### src/rtl/can_rx_frame_reader.sv
// can_rx_frame_reader: drains SJA1000 PeliCAN RX buffer frames on interrupt and presents them on a valid/ready port
module can_rx_frame_reader #(
  parameter int READ_LATENCY = 1
) (
  input  logic        clk_i,
  input  logic        res_n,
  input  logic        enable_i,
  input  logic        irq_n_i,
  output logic        reg_re_o,
  output logic [7:0]  reg_addr_read_o,
  input  logic [7:0]  reg_data_i,
  output logic        reg_we_o,
  output logic [7:0]  reg_addr_write_o,
  output logic [7:0]  reg_data_o,
  output logic        frame_valid_o,
  input  logic        frame_ready_i,
  output logic        frame_ide_o,
  output logic        frame_rtr_o,
  output logic [3:0]  frame_dlc_o,
  output logic [28:0] frame_id_o,
  output logic [63:0] frame_data_o,
  output logic [15:0] frames_cnt_o,
  output logic [7:0]  overrun_cnt_o
);
  typedef enum logic [3:0] {IDLE, RD_IR, RD_INFO, RD_ID, RD_DATA, RELEASE, OUTPUT, RD_SR, CLR_DO} state_t;
  localparam logic [1:0] LAT = 2'(READ_LATENCY);
  state_t state, nxt;
  logic [1:0] cnt;
  logic [2:0] idx;
  logic [31:0] id_raw;
  logic ri;
  logic rd;
  logic done;
  logic [2:0] nid_m1;
  logic [3:0] ndata;
  always_comb begin
    rd = state inside {RD_IR, RD_INFO, RD_ID, RD_DATA, RD_SR};
    done = rd && cnt == LAT;
    nid_m1 = frame_ide_o ? 3'd3 : 3'd1;
    ndata = frame_rtr_o ? 4'd0 : frame_dlc_o > 4'd8 ? 4'd8 : frame_dlc_o;
    reg_re_o = rd && cnt == 2'd0;
    reg_we_o = state == CLR_DO || state == RELEASE;
    reg_addr_write_o = {7'd0, reg_we_o};
    reg_data_o = state == CLR_DO ? 8'h08 : state == RELEASE ? 8'h04 : 8'h00;
    reg_addr_read_o = state == RD_IR ? 8'd3 :
                      state == RD_SR ? 8'd2 :
                      state == RD_INFO ? 8'd16 :
                      state == RD_ID ? 8'd17 + 8'(idx) :
                      state == RD_DATA ? 8'd18 + 8'(nid_m1) + 8'(idx) : 8'd0;
    frame_valid_o = state == OUTPUT;
    frame_id_o = 29'(frame_ide_o ? id_raw >> 3 : {16'd0, id_raw[15:0]} >> 5);
  end
  always_comb begin
    nxt = state;
    case (state)
      IDLE:    nxt = enable_i && !irq_n_i ? RD_IR : IDLE;
      RD_IR:   if (done) nxt = reg_data_i[3] ? CLR_DO : reg_data_i[0] ? RD_INFO : IDLE;
      CLR_DO:  nxt = ri ? RD_INFO : IDLE;
      RD_INFO: if (done) nxt = RD_ID;
      RD_ID:   if (done && idx == nid_m1) nxt = ndata == 4'd0 ? RELEASE : RD_DATA;
      RD_DATA: if (done && {1'b0, idx} == ndata - 4'd1) nxt = RELEASE;
      RELEASE: nxt = OUTPUT;
      OUTPUT:  if (frame_ready_i) nxt = RD_SR;
      RD_SR:   if (done) nxt = reg_data_i[0] ? RD_INFO : IDLE;
      default: nxt = IDLE;
    endcase
  end
  always_ff @(posedge clk_i or negedge res_n) begin
    if (!res_n) begin
      state <= IDLE;
      cnt <= 2'd0;
      idx <= 3'd0;
      ri <= 1'b0;
      id_raw <= 32'd0;
      frame_ide_o <= 1'b0;
      frame_rtr_o <= 1'b0;
      frame_dlc_o <= 4'd0;
      frame_data_o <= 64'd0;
      frames_cnt_o <= 16'd0;
      overrun_cnt_o <= 8'd0;
    end else begin
      state <= nxt;
      cnt <= rd && !done ? cnt + 2'd1 : 2'd0;
      idx <= nxt != state ? 3'd0 : done ? idx + 3'd1 : idx;
      if (nxt == RD_INFO && state != RD_INFO) begin
        id_raw <= 32'd0;
        frame_data_o <= 64'd0;
      end
      if (done && state == RD_IR) begin
        ri <= reg_data_i[0];
        if (reg_data_i[3] && overrun_cnt_o != 8'hFF) overrun_cnt_o <= overrun_cnt_o + 8'd1;
      end
      if (done && state == RD_INFO) {frame_ide_o, frame_rtr_o, frame_dlc_o} <= {reg_data_i[7:6], reg_data_i[3:0]};
      if (done && state == RD_ID) id_raw <= {id_raw[23:0], reg_data_i};
      if (done && state == RD_DATA) frame_data_o <= frame_data_o | ({reg_data_i, 56'd0} >> {idx, 3'b000});
      if (frame_valid_o && frame_ready_i) frames_cnt_o <= frames_cnt_o + 16'd1;
    end
  end
endmodule

### config.mk
export PLATFORM = sky130hd
export DESIGN_NAME = can_rx_frame_reader
export DESIGN_NICKNAME = d
export VERILOG_FILES = /design/src/rtl/can_rx_frame_reader.sv
export SDC_FILE = /design/constraint.sdc
export NUM_CORES = 1
export LEC_CHECK = 0
export CAP_MARGIN = 5
export CORE_AREA = 4 4 147 163
export CTS_BUF_LIST = sky130_fd_sc_hd__clkbuf_8 sky130_fd_sc_hd__clkbuf_16
export CTS_CLUSTER_SIZE = 16
export DETAILED_ROUTE_END_ITERATION = 8
export DIE_AREA = 0 0 151 167
export PLACE_DENSITY_LB_ADDON = 0.08
export SLEW_MARGIN = 20
export SYNTH_ARGS = -nofsm -noshare
export SYNTH_HDL_FRONTEND = slang
export SYNTH_SLANG_ARGS = --single-unit
### constraint.sdc
create_clock -name clk_i -period 6 [get_ports clk_i]
set_input_delay 1.2 -clock clk_i [delete_from_list [all_inputs] [get_ports clk_i]]
set_output_delay 1.2 -clock clk_i [all_outputs]
set_load 0.05 [all_outputs]
* Yosys cells after proc, flatten, opt, wreduce, memory -nomap -nowiden
Index checks and enable logic that the tools add are counted.
** Word-level totals
- Register bits after elaboration :: 136
- Bits of input ports :: 13
- Logic and storage cells :: 91
- Output and inout bits :: 150
** Operators by class
- $lt $le $gt $ge :: 1
- Add/sub/neg operators :: 8
- Multiplexer cells :: 30
- Shift operators :: 1
- Reduce and logical (&&, ||, !) cells :: 24
- Equal/unequal tests :: 15
- Bitwise operators :: 1
** Operator list (count)
- $mux 64 :: 2
- $mux 32 :: 2
- $or 64x64->64 :: 1
- $shr 64x6->64 :: 1
- $mux 4 :: 10
- $pmux 4 s9 :: 1
- $mux 7 :: 5
- $mux 29 :: 1
- $add 16x1->16 const B :: 1
- $eq 4x3->1 const B :: 4
- $logic_and 1x1->1 :: 13
- $eq 4x2->1 const B :: 3
- $mux 3 :: 3
- $add 8x1->8 const B :: 1
- $logic_not 4->1 :: 2
- $mux 2 :: 4
- $ne 8x8->1 const B :: 1
- $add 6x3->7 :: 1
- $add 5x2->6 const A :: 1
- $add 5x3->6 const A :: 1
- $reduce_bool 2->1 :: 3
- $reduce_bool 5->1 :: 1
- $eq 3x4->1 :: 1
- $eq 4x1->1 const B :: 1
- 14 further kinds :: 16

* Logic depth before layout (Yosys ltp)
- Depth in word-level cells :: 12
- Mapped depth :: 12
- Depth with buffers taken out :: 9

* Worst setup path after synthesis
Ideal clock, no wire load.
- Path type :: register to output
- From :: register frame_ide_o
- To :: output port reg_addr_read_o[1]
- Required time :: 4.800 ns
- Arrival time :: 2.839 ns
- Setup slack :: 1.961 ns
- Cell stages (with the launch flop) :: 8
- Cells stage by stage :: dfrtp_1 -> clkbuf_1 -> inv_1 -> ha_1 -> inv_1 -> ha_1 -> nand2_1 -> a311oi_1
** Between the ends
- Cells in the longest elaborated chain, start to end :: 8
** Ends and longest elaborated chain
- start: declaration :: RTL line 17 : output logic frame_ide_o,
- start signal: assignment :: RTL line 93 : if (done && state == RD_INFO) {frame_ide_o, frame_rtr_o, frame_dlc_o} <= {reg_data_i[7:6], reg_data_i[3:0]};
- $mux 2 :: RTL line 39 : nid_m1 = frame_ide_o ? 3'd3 : 3'd1;
- $add 5x2->6 :: RTL line 49 : state == RD_DATA ? 8'd18 + 8'(nid_m1) + 8'(idx) : 8'd0;
- $add 6x3->7 :: RTL line 49
- $mux 7 :: RTL line 49
- $mux 7 :: RTL line 48 : state == RD_ID ? 8'd17 + 8'(idx) :
- $mux 7 :: RTL line 47 : state == RD_INFO ? 8'd16 :
- $mux 7 :: RTL line 46 : state == RD_SR ? 8'd2 :
- $mux 7 :: RTL line 45 : reg_addr_read_o = state == RD_IR ? 8'd3 :
- end: declaration :: RTL line 10 : output logic [7:0] reg_addr_read_o,
Every way passes these cells.

* Final worst setup path
- From :: register idx[1]
- To :: output port reg_addr_read_o[2]
** Between the ends
- Cells in the longest elaborated chain, start to end :: 6
- Elaborated cells between the ends (all ways) :: 7
** Ends and longest elaborated chain
- start: declaration :: RTL line 29 : logic [2:0] idx;
- start signal: assignment :: RTL line 84 : idx <= nxt != state ? 3'd0 : done ? idx + 3'd1 : idx;
- $add 6x3->7 :: RTL line 49
- $mux 7 :: RTL line 49
- $mux 7 * :: RTL line 48
- $mux 7 * :: RTL line 47
- $mux 7 * :: RTL line 46
- $mux 7 * :: RTL line 45
Every way passes the cells marked *; elsewhere a longest branch is shown, timed or not.

==> impl_metrics.csv <==
group,metric,value,unit
worst_setup_path,endpoint_kind,"output pin",
pwr,p_sw_share,45.32,%
yosys,synth_top_area_share,51.55,%
timing,slew-limit-headroom,31.00,%
yosys,ys.flop_type,"dfrtp_1",
worst_setup_path,crit_chain,"inv_1 > ha_1 > inv_1 > ha_1 > inv_1 > fa_1 > o32a_1 > nor2_1 > clkdlybuf4s50_1",
routing,vias_per_cell,4.856,
pwr,clock_power_share,25.7,%
yosys,ys_top_cells_by_area,"dfrtp_1, a21oi_1, mux2i_1",
place,place_ws,1.893,ns
floorplanning,start_util,29.86,%
routing,m1WireLength,8915,µm
pwr,p_int,2.293,mW
final_layout,layout.nets,767,
routing,wl_met3,992,µm
cts,cts_buffers,17,
final_layout,fillers,2162,
cts,post_cts_buffers,0,
worst_setup_path,critPathMaxFanout,10,
worst_setup_path,critical-path-slowest-cell,"clkdlybuf4s50_1",
routing,vias,5109,
timing,setup_slack,1.470,ns
place,postPlaceCellArea,0.008173,mm²
flow_run,drv_cap,0,
timing,setup_violations,0,
cts,clock_path_buffers,2,
place,dp_hpwl,12850,µm
pwr,power,4.193,mW
timing,finalHoldViolCount,0,
yosys,synth_edf_count,0,
run_status,status,"finished clean",
yosys,synth_cells,618,
global_route,globalRouteTotalUtil,15.63,%
cts,clock-sinks,136,
cts,htree_levels,4,
timing,rsz0062_at_grt,"no",
pwr,p_sw,1.900,mW
floorplanning,dieHeight,167,µm
pwr,pwr-share-comb,46.1,%
yosys,synthDistinctLibCells,61,
worst_setup_path,startpoint_type,"flop",
yosys,synth_most_common_cell,"a21oi_1",
pwr,p_leak,3.782,nW
global_route,antenna_found_initial,0,
yosys,postSynthAreaPerCell,10.68,µm²
cts,ctsResizeCount,0,
floorplanning,core_area,0.02211,mm²
yosys,ys_top_cells_by_count,"a21oi_1, dfrtp_1, mux2i_1",
worst_setup_path,path_class,"flop to output pin",
routing,highest_layer,"met4",
floorplanning,dieArea,0.02522,mm²
worst_setup_path,cp_slowest_stage_delay,0.82,ns
global_route,grt_pass1_wl,30930,µm
yosys,ys_warn_count,0,
worst_setup_path,crit_required,4.80,ns
timing,min_period,4.530,ns
cts,cts_root_buffer,"clkbuf_16",
floorplanning,rows,57,
floorplanning,boundaryPins,163,
final_layout,drive_gt1_share,11.62,%
yosys,synth-seq-cells,136,
global_route,overflow,0,
routing,drc,0,
final_layout,multi_input_area,0.002825,mm²
final_layout,stdcell_area,0.008832,mm²
cts,cts_hold_buf,0,
routing,drt_wl_total,19530,µm
timing,worst_pin_slew,1.021,ns
place,io_buffer_count,146,
final_layout,regArea,0.003403,mm²
final_layout,area.growth.synth_to_final,33.79,%
routing,wl_per_cell,18.56,µm
routing,first_pass_iters,4,
routing,drt_iter0_markers,206,
worst_setup_path,cp_common_cell,"inv_1",
pwr,pwr-share-seq,28.1,%
pwr,powerDensity,474.8,mW/mm²
cts,path_clk_slew,0.06,ns
place,gp_congestion,0.8065,
routing,wl_met2,9219,µm
final_layout,antenna_cells,0,
yosys,yosys.area.top_type,"dfrtp_1",
routing,ant_nets,0,
worst_hold_path,hp-class,"flop to flop",
yosys,async_flop_share,100.0,%
cts,insertion_delay,0.42,ns
cts,cts_tree,"built",
timing,fmax,220.8,MHz
timing,report.final.slew_viol_count,0,
global_route,grt_pass1_vias,5212,
floorplanning,die_w,151,µm
timing,post-route-period-util,75.50,%
yosys,synth_area,0.006601,mm²
worst_setup_path,worstPathArrival,3.33,ns
timing,finalSetupTns,0,ns
yosys,seq_area_frac_synth,51.55,%
pwr,irDropWorstVdd,0.0003172,V
global_route,grt_max_degree,97,
timing,skew,0.01069,ns
-- flip-flops by register name (all words and copies together), names as in the netlist --
register and count:
overrun_cnt_o 8, frame_data_o 64, frame_ide_o 1, cnt 2
frames_cnt_o 16, ri 1, frame_rtr_o 1, frame_dlc_o 4
id_raw 32, state 4, idx 3
-- layout by cell type (no fill, tap or decap), drive strengths merged, types with 5 or more instances in the layout --
cell	n
nor3b	5
nor3	5
and2	20
buf	10
nand2	20
inv	25
mux2	19
nand3	10
conb	16
clkbuf	17
nor4	5
nor2	24
xor2	12
clkdlybuf4s50	145
dfrtp	136
ha	9
nand4	7
a21oi	166
mux2i	33
xnor2	17
-- logic make-up after synthesis --
kind of cell	Yosys count	share of synthesized area, %
compound gates	192	16.66
flops	136	51.55
simple gates	119	10.80
buf+inv	79	6.823
mux	52	8.245
xor+xnor	29	3.848
fa+ha+maj	10	2.009
other cells	1	0.05681
-- metal layers --
metal / vias to the layer above / track usage [%]
met1: 2535 / 21.50
met2: 143 / 24.03
li1: 2408 / -
met3: 23 / 4.130
met4: 0 / 4.929
met5: - / 0
-- worst paths after layout --
check	from	to	slack, ns	depth (start not counted)
max	idx[1]	reg_addr_read_o[2]	1.47	9
min	cnt[0]	cnt[0]	0.47	1
max reg2reg	idx[1]	id_raw[10]	2.81	10
min reg2reg	cnt[0]	cnt[0]	0.47	1
max in group asynchronous	res_n	id_raw[29]	3.87	2
min in group asynchronous	res_n	overrun_cnt_o[5]	0.78	1
-- layout make-up --
type	instances	area share, %
Multi-Input combinational cell	418	31.99
Sequential cell	136	38.53
Clock buffer	17	4.817
Timing Repair Buffer	155	17.78
Inverter	16	0.6800
Tap cell	295	4.179
Clock inverter	15	2.026
-- per-stage QoR --
step           cells  utilization (%)  hold slack (ns)
2_1_floorplan    633                -           0.4375
3_3_place_gp    1018            36.97           0.4499
3_5_place_dp    1018            36.97           0.4586
4_1_cts         1050            39.70           0.4715
5_1_grt         1052            39.95           0.4749
6_report        1052            39.95           0.4673
-- worst max-delay path, delay by kind of cell (launching register included) --
family | cells | cell delay [ns]
and+or+nand+nor | 1 | 0.10
buffers and inverters | 4 | 1.12
DFF | 1 | 0.62
adders and majority gates | 3 | 0.88
AOI/OAI and AO/OA | 1 | 0.20
-- power by group through the flow --
stage | clock network (mW) | logic, mW | registers (mW)
finish | 1.08 | 1.93 | 1.18
CTS | 1.11 | 1.86 | 1.18
detailed placement | 0 | 1.86 | 1.20
global route | 1.15 | 2.08 | 1.20
global placement | 0 | 1.84 | 1.19
floorplan | 0 | 1.41 | 1.23
(Power assumes the default switching activity.)
